<file path="src/rtl/id_hazard_scoreboard_pkg.sv">
// ---------------------------------------------------------------------------
// id_hazard_scoreboard_pkg
//   Shared types and constants for the decode-stage hazard scoreboard.
//   - FWD_* : 2-bit forwarding-select encoding used by the decode operand mux
//   - REG_AW: register-file address width
//   - R0    : the hard-wired zero register, never a real dependency
//   - slot_t: shadow record of one in-flight instruction's destination
// ---------------------------------------------------------------------------
package id_hazard_scoreboard_pkg;

  localparam int REG_AW = 5;

  localparam logic [1:0] FWD_RF  = 2'd0;
  localparam logic [1:0] FWD_EXE = 2'd1;
  localparam logic [1:0] FWD_MEM = 2'd2;
  localparam logic [1:0] FWD_WB  = 2'd3;

  localparam logic [REG_AW-1:0] R0 = '0;

  typedef struct packed {
    logic              v;      // slot holds a live instruction
    logic              we;     // instruction writes the register file
    logic [REG_AW-1:0] waddr;  // destination register
    logic              ld;     // result comes from memory
  } slot_t;

endpackage

</file>
<file path="src/rtl/id_hazard_scoreboard_hz_match.sv">
// ---------------------------------------------------------------------------
// hz_match
//   Compares one decode source operand against the EXE, MEM and WB slots.
//   Ports:
//     use_i       - operand is actually read by the instruction
//     raddr_i     - operand source register
//     exe_i/mem_i/wb_i - registered slot records
//     stall_req_o - this operand cannot be satisfied this cycle
//     fwd_sel_o   - operand source (FWD_RF/EXE/MEM/WB)
//   Macro ID_FORWARD_EN: when defined, the youngest hit selects a forwarding
//   source and only a load still in EXE stalls. When undefined, no
//   forwarding exists: fwd_sel_o is FWD_RF and any hit stalls.
// ---------------------------------------------------------------------------
module hz_match
  import id_hazard_scoreboard_pkg::*;
(
  input  logic              use_i,
  input  logic [REG_AW-1:0] raddr_i,
  input  slot_t             exe_i,
  input  slot_t             mem_i,
  input  slot_t             wb_i,
  output logic              stall_req_o,
  output logic [1:0]        fwd_sel_o
);

  logic rd_ok;
  logic hit_exe;
  logic hit_mem;
  logic hit_wb;

  // r0 reads are constant zero, so a write to r0 is never a dependency.
  assign rd_ok   = use_i & (raddr_i != R0);
  assign hit_exe = rd_ok & exe_i.v & exe_i.we & (exe_i.waddr == raddr_i);
  assign hit_mem = rd_ok & mem_i.v & mem_i.we & (mem_i.waddr == raddr_i);
  assign hit_wb  = rd_ok & wb_i.v  & wb_i.we  & (wb_i.waddr  == raddr_i);

`ifdef ID_FORWARD_EN
  // Youngest producer holds the architecturally newest value.
  always_comb begin
    fwd_sel_o = FWD_RF;
    if (hit_exe)      fwd_sel_o = FWD_EXE;
    else if (hit_mem) fwd_sel_o = FWD_MEM;
    else if (hit_wb)  fwd_sel_o = FWD_WB;
  end

  // Load data only exists once the load reaches MEM.
  assign stall_req_o = hit_exe & exe_i.ld;
`else
  logic unused_ld;

  assign fwd_sel_o   = FWD_RF;
  assign stall_req_o = hit_exe | hit_mem | hit_wb;
  assign unused_ld   = exe_i.ld ^ mem_i.ld ^ wb_i.ld;
`endif

endmodule

</file>
<file path="src/rtl/id_hazard_scoreboard.sv">
// ---------------------------------------------------------------------------
// id_hazard_scoreboard
//   Interlock / forwarding controller for the decode stage of a 5-stage
//   LoongArch pipeline. Shadows the destination of the instructions in EXE,
//   MEM and WB and compares them with the decode source operands.
//   Ports:
//     clk, resetn            - clock (rising edge), async active-low reset
//     id_*                   - decode-stage instruction description
//     exe_allowin            - EXE accepts an instruction this cycle
//     exe_to_mem_fire        - EXE->MEM handshake
//     mem_to_wb_fire         - MEM->WB handshake
//     wb_retire              - WB instruction writes back
//     flush                  - kill EXE and MEM (WB still commits)
//     id_stall               - decode must hold (ready_go = ~id_stall)
//     fwd_sel1 / fwd_sel2    - rj / rkd source select
//     stall_cnt              - saturating count of stalled decode cycles
//   Macro ID_FORWARD_EN enables forwarding (see hz_match); slot tracking and
//   the counter are the same in both builds.
// ---------------------------------------------------------------------------
module id_hazard_scoreboard
  import id_hazard_scoreboard_pkg::*;
#(
  parameter int CNT_W = 32
) (
  input  logic              clk,
  input  logic              resetn,
  input  logic              id_valid,
  input  logic [REG_AW-1:0] id_raddr1,
  input  logic [REG_AW-1:0] id_raddr2,
  input  logic              id_use1,
  input  logic              id_use2,
  input  logic              id_rf_we,
  input  logic [REG_AW-1:0] id_rf_waddr,
  input  logic              id_is_load,
  input  logic              exe_allowin,
  input  logic              exe_to_mem_fire,
  input  logic              mem_to_wb_fire,
  input  logic              wb_retire,
  input  logic              flush,
  output logic              id_stall,
  output logic [1:0]        fwd_sel1,
  output logic [1:0]        fwd_sel2,
  output logic [CNT_W-1:0]  stall_cnt
);

  slot_t            exe_q, exe_d;
  slot_t            mem_q, mem_d;
  slot_t            wb_q,  wb_d;
  logic [CNT_W-1:0] cnt_q, cnt_d;
  logic             req1;
  logic             req2;
  logic             id_fire;

  hz_match u_match1 (
    .use_i       (id_use1),
    .raddr_i     (id_raddr1),
    .exe_i       (exe_q),
    .mem_i       (mem_q),
    .wb_i        (wb_q),
    .stall_req_o (req1),
    .fwd_sel_o   (fwd_sel1)
  );

  hz_match u_match2 (
    .use_i       (id_use2),
    .raddr_i     (id_raddr2),
    .exe_i       (exe_q),
    .mem_i       (mem_q),
    .wb_i        (wb_q),
    .stall_req_o (req2),
    .fwd_sel_o   (fwd_sel2)
  );

  assign id_stall  = id_valid & (req1 | req2);
  assign id_fire   = id_valid & ~id_stall & exe_allowin;
  assign stall_cnt = cnt_q;

  always_comb begin
    exe_d = exe_q;
    mem_d = mem_q;
    wb_d  = wb_q;
    cnt_d = cnt_q;

    if (flush)                exe_d = '0;
    else if (id_fire)         exe_d = '{v: 1'b1, we: id_rf_we, waddr: id_rf_waddr, ld: id_is_load};
    else if (exe_to_mem_fire) exe_d.v = 1'b0;

    if (flush)                mem_d = '0;
    else if (exe_to_mem_fire) mem_d = exe_q;
    else if (mem_to_wb_fire)  mem_d.v = 1'b0;

    // WB samples the pre-flush MEM record: an instruction leaving MEM in the
    // flush cycle has already passed the kill point and must commit.
    if (mem_to_wb_fire)       wb_d = mem_q;
    else if (wb_retire)       wb_d.v = 1'b0;

    if (id_valid && id_stall && !(&cnt_q)) cnt_d = cnt_q + CNT_W'(1);
  end

  always_ff @(posedge clk or negedge resetn) begin
    if (!resetn) begin
      exe_q <= '0;
      mem_q <= '0;
      wb_q  <= '0;
      cnt_q <= '0;
    end else begin
      exe_q <= exe_d;
      mem_q <= mem_d;
      wb_q  <= wb_d;
      cnt_q <= cnt_d;
    end
  end

endmodule

</file>
<file path="config.mk">
export PLATFORM = sky130hd
export DESIGN_NAME = id_hazard_scoreboard
export DESIGN_NICKNAME = d
export VERILOG_FILES = /design/src/rtl/id_hazard_scoreboard_pkg.sv /design/src/rtl/id_hazard_scoreboard_hz_match.sv /design/src/rtl/id_hazard_scoreboard.sv
export SDC_FILE = /design/constraint.sdc
export NUM_CORES = 1
export LEC_CHECK = 0
export BUFFER_PORTS_ARGS = -buffer_cell sky130_fd_sc_hd__buf_2
export CORE_AREA = 2 2 93 112
export CTS_CLUSTER_DIAMETER = 60
export DETAILED_ROUTE_END_ITERATION = 16
export DIE_AREA = 0 0 95 114
export SLEW_MARGIN = 20
export SYNTH_ARGS = -nofsm -noshare
export SYNTH_HDL_FRONTEND = slang
export SYNTH_SLANG_ARGS = --single-unit
</file>
<file path="constraint.sdc">
create_clock -name clk -period 4.3 [get_ports clk]
set_input_delay 0.43 -clock clk [delete_from_list [all_inputs] [get_ports clk]]
set_output_delay 0.43 -clock clk [all_outputs]
set_load 0.02 [all_outputs]
</file>
=== Yosys cells after proc, flatten, opt, wreduce, memory -nomap -nowiden ===
Cells that the tools add are included.

* Register bits: 54
* Latch bits: 0
* Bits in writable memories: 0
* Memory bits (read-only): 0
* Bits of input ports: 27
* Output and inout bits: 37
* Logic and storage cells: 68
* Memories: 0

* $add $sub $neg: 1
* $mul: 0
* Divide/modulo/power cells: 0
* $lt $le $gt $ge: 0
* Equal/unequal tests: 6
* Shift operators: 0
* Multiplexer cells: 10
* Bitwise operators: 29
* Reduce and logical (&&, ||, !) cells: 11

{| class="wikitable"
|+ Operators with widths
! cell !! number
|-
| $add 32x1->32 const B || 1
|-
| $reduce_and 32->1 || 1
|-
| $eq 5x5->1 || 6
|-
| $and 1x1->1 || 23
|-
| $mux 8 || 2
|-
| $mux 7 || 2
|-
| $reduce_bool 5->1 || 2
|-
| $mux 1 || 6
|-
| $reduce_bool 2->1 || 3
|-
| $reduce_bool 3->1 || 2
|-
| $or 1x1->1 || 5
|-
| $logic_and 1x1->1 || 2
|-
| $logic_not 1->1 || 1
|-
| $not 1->1 || 1
|}

=== Logic depth before layout (Yosys ltp) ===
* Depth after elaboration: 14
* Mapped depth: 11
* Mapped depth without buffers: 8

=== By module ===
From an unflattened synthesis, not the netlist that was laid out.

* Cells, all modules: 271
* Area total of the unflattened synthesis: 2989.1 µm²

{| class="wikitable"
|+ By module, submodules not included
! module !! times used !! cells an instance !! area each (µm²)
|-
| id_hazard_scoreboard || 1 || 217 || 2563.7
|-
| hz_match || 2 || 27 || 212.7
|}

=== Worst setup path before layout ===
No wires, ideal clock.

* Path type: reg-to-reg
* Start: register cnt_q[14], in the netlist stall_cnt[14]
* End: register cnt_q[1], in the netlist stall_cnt[1]
* Setup time: 0.125 ns
* Arrival: 2.239 ns
* Required time: 4.175 ns
* Path slack: 1.936 ns
* Cell stages (with the launch flop): 8
* Path buffers: 1
* Cell sequence: dfrtp_1 nand3_1 or4_1 nor2_4 a211o_1 a2bb2oi_2 buf_4 mux2_2

* Word-level cells in the longest chain between the ends: 3

{| class="wikitable"
|+ RTL lines
! item !! line !! RTL
|-
| start, declared || id_hazard_scoreboard.sv:49 || <nowiki>logic [CNT_W-1:0] cnt_q, cnt_d;</nowiki>
|-
| start signal, assigned || id_hazard_scoreboard.sv:110 || <nowiki>cnt_q <= cnt_d;</nowiki>
|-
| $reduce_and 32->1 || id_hazard_scoreboard.sv:97 || <nowiki>if (id_valid && id_stall && !(&cnt_q)) cnt_d = cnt_q + CNT_W'(1);</nowiki>
|-
| $logic_not 1->1 || id_hazard_scoreboard.sv:97 ||
|-
| $logic_and 1x1->1 || id_hazard_scoreboard.sv:97 ||
|}

No other way between the ends.
A chain may end at the register's enable or synchronous reset.

=== Final worst setup path ===
* Start: register cnt_q[7], in the netlist stall_cnt[7]
* End: register cnt_q[20], in the netlist stall_cnt[20]

* Word-level cells in the longest chain between the ends: 3

{| class="wikitable"
|+ RTL lines
! item
|-
| parallel branches: the longest is 3 deep, another holds $add 32x1->32
|}

Parallel ways; which one is timed is not known.

==> impl_table.tex <==
\begin{tabular}{lr}
\hline
Metric & Value \\
\hline
\multicolumn{2}{l}{\textbf{Run status}} \\
Run status & complete, no violations \\
\multicolumn{2}{l}{\textbf{Worst setup path}} \\
Startpoint types & register \\
Worst EP arrival & 3.24 ns \\
Critical-path maximum fanout & 21 \\
Req. time, crit path & 4.47 ns \\
Type of the worst setup path & reg -> reg \\
Reg-to-reg slack, setup & 1.22 ns \\
Critical Path End Type & register \\
\multicolumn{2}{l}{\textbf{Drt}} \\
Total vias in the final route & 2164 \\
Total Routed Length & 6430 um \\
Vias per inst & 4.75 \\
Detailed router's first-iteration violation count & 68 \\
Iteration count of the initial detailed-routing pass & 4 \\
Post-DRT Antenna Nets & 0 \\
Routed length per instance & 14.1 um \\
DRC viols & 0 \\
\multicolumn{2}{l}{\textbf{GRT}} \\
Pin count of the biggest net entering global routing & 54 \\
Met2 Usage GRT & 0.205 \\
Met1 Use GR & 0.163 \\
First-pass GRT wire length & 10800 um \\
Total track usage & 0.125 \\
Total congestion overflow & 0 \\
Met3 track demand over resource in global routing & 0.0324 \\
Number of global-route vias before repair & 2203 \\
Busiest layer in global routing & met2 \\
Number of antenna violations at the first check in global routing & 0 \\
\multicolumn{2}{l}{\textbf{Floorplan}} \\
Area enclosed by the die boundary & 10800 um2 \\
Top-Level Pins & 64 \\
Placement Rows & 40 \\
DIE WIDTH & 95 um \\
Initial cell density of the core & 0.290 \\
Core Box Area & 9860 um2 \\
Vertical die dimension & 114 um \\
\multicolumn{2}{l}{\textbf{STA}} \\
Total of endpoints with negative setup slack in the final report & 0 \\
Setup TNS Final & 0 ns \\
Unrepaired setup endpoints after global routing & no \\
Top achievable clock speed & 325 MHz \\
Max Clock Skew & 0.00998 ns \\
Min cycle time layout & 3.08 ns \\
Slew at the pin closest to its max-slew limit & 0.999 ns \\
Final hold violation count & 0 \\
Slew HR & 0.333 \\
Max-slew violations & 0 \\
Fraction of the cycle the final worst path needs & 0.715 \\
Final worst slack & 1.22 ns \\
\multicolumn{2}{l}{\textbf{Pwr}} \\
Static leakage & 0.00174 uW \\
Total power density per cell area & 293 nW/um2 \\
Overall power & 999 uW \\
Worst IR Drop VDD & 0.134 mV \\
\multicolumn{2}{l}{\textbf{Synthesis}} \\
Number of flops mapped to enable cells by yosys & 0 \\
Combined area of all synthesized cells & 2860 um2 \\
Fraction of the yosys area taken by sequential cells & 0.464 \\
Number of instances in the synthesized netlist & 269 \\
Largest cells by area after synthesis & dfrtp\_1, xor2\_1, xnor2\_1, mux2i\_1, nor2\_1 \\
Unique masters post-synth & 36 \\
Avg Cell Area, Syn & 10.6 um2 \\
Proportion of synthesized flip-flops having asynchronous set or reset & 1.00 \\
Yosys top cell area share & 0.464 \\
Cell taking the most area after synthesis & dfrtp\_1 \\
YS warnings & 0 \\
Flip-flop and latch count after synthesis & 53 \\
Primary FF master, synth & dfrtp\_1 \\
\multicolumn{2}{l}{\textbf{Clock network}} \\
H-tree lvl count & 2 \\
CTS hold repair buffers & 0 \\
Cts bufs inserted & 5 \\
Skew-Pair Late Insertion Delay & 0.29 ns \\
Clock tree buffer depth & 2 \\
Clock tree from TritonCTS & yes \\
Setup Fix Bufs, Post-CTS & 0 \\
CTS clock-pin slew for the worst setup and hold paths & 0.07 ns \\
Buffer cell driving the clock tree root & clkbuf\_16 \\
Cts repair resizes & 0 \\
Number of clock sinks & 53 \\
\multicolumn{2}{l}{\textbf{Cells and area}} \\
Leading cell type in the layout, fill and taps excluded & buf\_2 \\
Fraction of the core area covered by cells at the end of the flow & 0.346 \\
Nets@finish & 357 \\
Antenna diode count & 0 \\
Top library cells by usage in the layout, fill and taps aside & buf\_2, dfrtp\_1, xor2\_1, nor2\_1 \\
Area growth, synth to finish & 19.5\% \\
Share of final-layout standard cells stronger than drive strength 1 & 0.252 \\
\multicolumn{2}{l}{\textbf{Flow run}} \\
Max-cap check violation count & 0 \\
\multicolumn{2}{l}{\textbf{Worst hold path}} \\
Classification of the worst-slack hold path & in -> async \\
\multicolumn{2}{l}{\textbf{Placement}} \\
IO buf count & 58 \\
Last weighted congestion value of the routability-driven placer & 0.804 \\
Worst setup slack before clock tree synthesis & 1.22 ns \\
HPWL reported at the end of detailed placement & 4850 um \\
\hline
\end{tabular}
## routing by layer
metal,wire (um),vias to the layer above
met4,82,0
met3,375,9
met5,0,-
li1,-,1044
met2,3090,48
met1,2880,1063
## worst max-delay path, cell delays in order (launching register included)
cell and delay [ns]:
dfrtp_1 0.46, nand4_1 0.18, or4_1 0.73, nor2_4 0.17
a211o_1 0.15, a2bb2oi_2 0.74, buf_4 0.29, nor3_1 0.06
xor2_1 0.16
## where the power goes
| part | total, uW | switching (uW) | internal [uW] |
|---|---|---|---|
| registers | 514 | 8.94 | 505 |
| logic | 75.2 | 43.4 | 31.9 |
| clock network | 410 | 178 | 232 |
| total | 999 | 231 | 769 |
## final timing paths
kind / from / cells past startpoint / to
hold / removal: resetn / 2 / stall_cnt[9]
setup / recovery: stall_cnt[7] / 8 / stall_cnt[20]
hold reg to reg: stall_cnt[28] / 1 / stall_cnt[28]
setup reg to reg: stall_cnt[7] / 8 / stall_cnt[20]
min in group clk: wb_retire / 2 / wb_q[7]
max in group asynchronous: resetn / 2 / exe_q[1]
## Yosys cell counts, drive strengths merged, types with 2 or more instances
library cell and number:
a21oi 3, and3 3, and4 2, buf 8
clkbuf 3, dfrtp 53, inv 3, mux2 7
mux2i 12, nand2 18, nand2b 3, nand3 9
nand4 12, nor2 30, nor3 7, nor3b 4
nor4 8, nor4b 4, o21ai 4, or4 5
xnor2 18, xor2 43
## kinds of logic after synthesis
kind of cell	Yosys count	synth area share
adder cells (fa/ha/maj)	1	0.00438
AO/OA/AOI/OAI	12	0.0285
flip-flops	53	0.464
buffers and inverters	14	0.0307
multiplexers	19	0.0696
XOR/XNOR	61	0.187
other	1	0.00131
AND/OR/NAND/NOR	108	0.214
## metrics by stage
stage | instances | instance area [um2] | hold WS [ns]
final | 456 | 3410 | 0.259
after global placement | 448 | 3260 | 0.481
after global routing | 456 | 3410 | 0.337
after CTS | 456 | 3410 | 0.295
after detailed placement | 448 | 3260 | 0.480
after floorplan | 272 | 2870 | 0.134
## cell type report
| type | count | area (um2) |
|---|---|---|
| repair buffers | 61 | 313 |
| inverters | 3 | 11.3 |
| flip-flops and latches | 53 | 1330 |
| multi-input cells | 205 | 1450 |
| well taps | 126 | 158 |
| clock buffers | 6 | 139 |
| fillers | 1012 | 6440 |
| clock inverters | 2 | 13.8 |
## sequential cells by signal (all words and copies together) (netlist names)
signal and flops:
mem_q 7, stall_cnt 32, exe_q 7, wb_q 7
(Power assumes the default switching activity.)
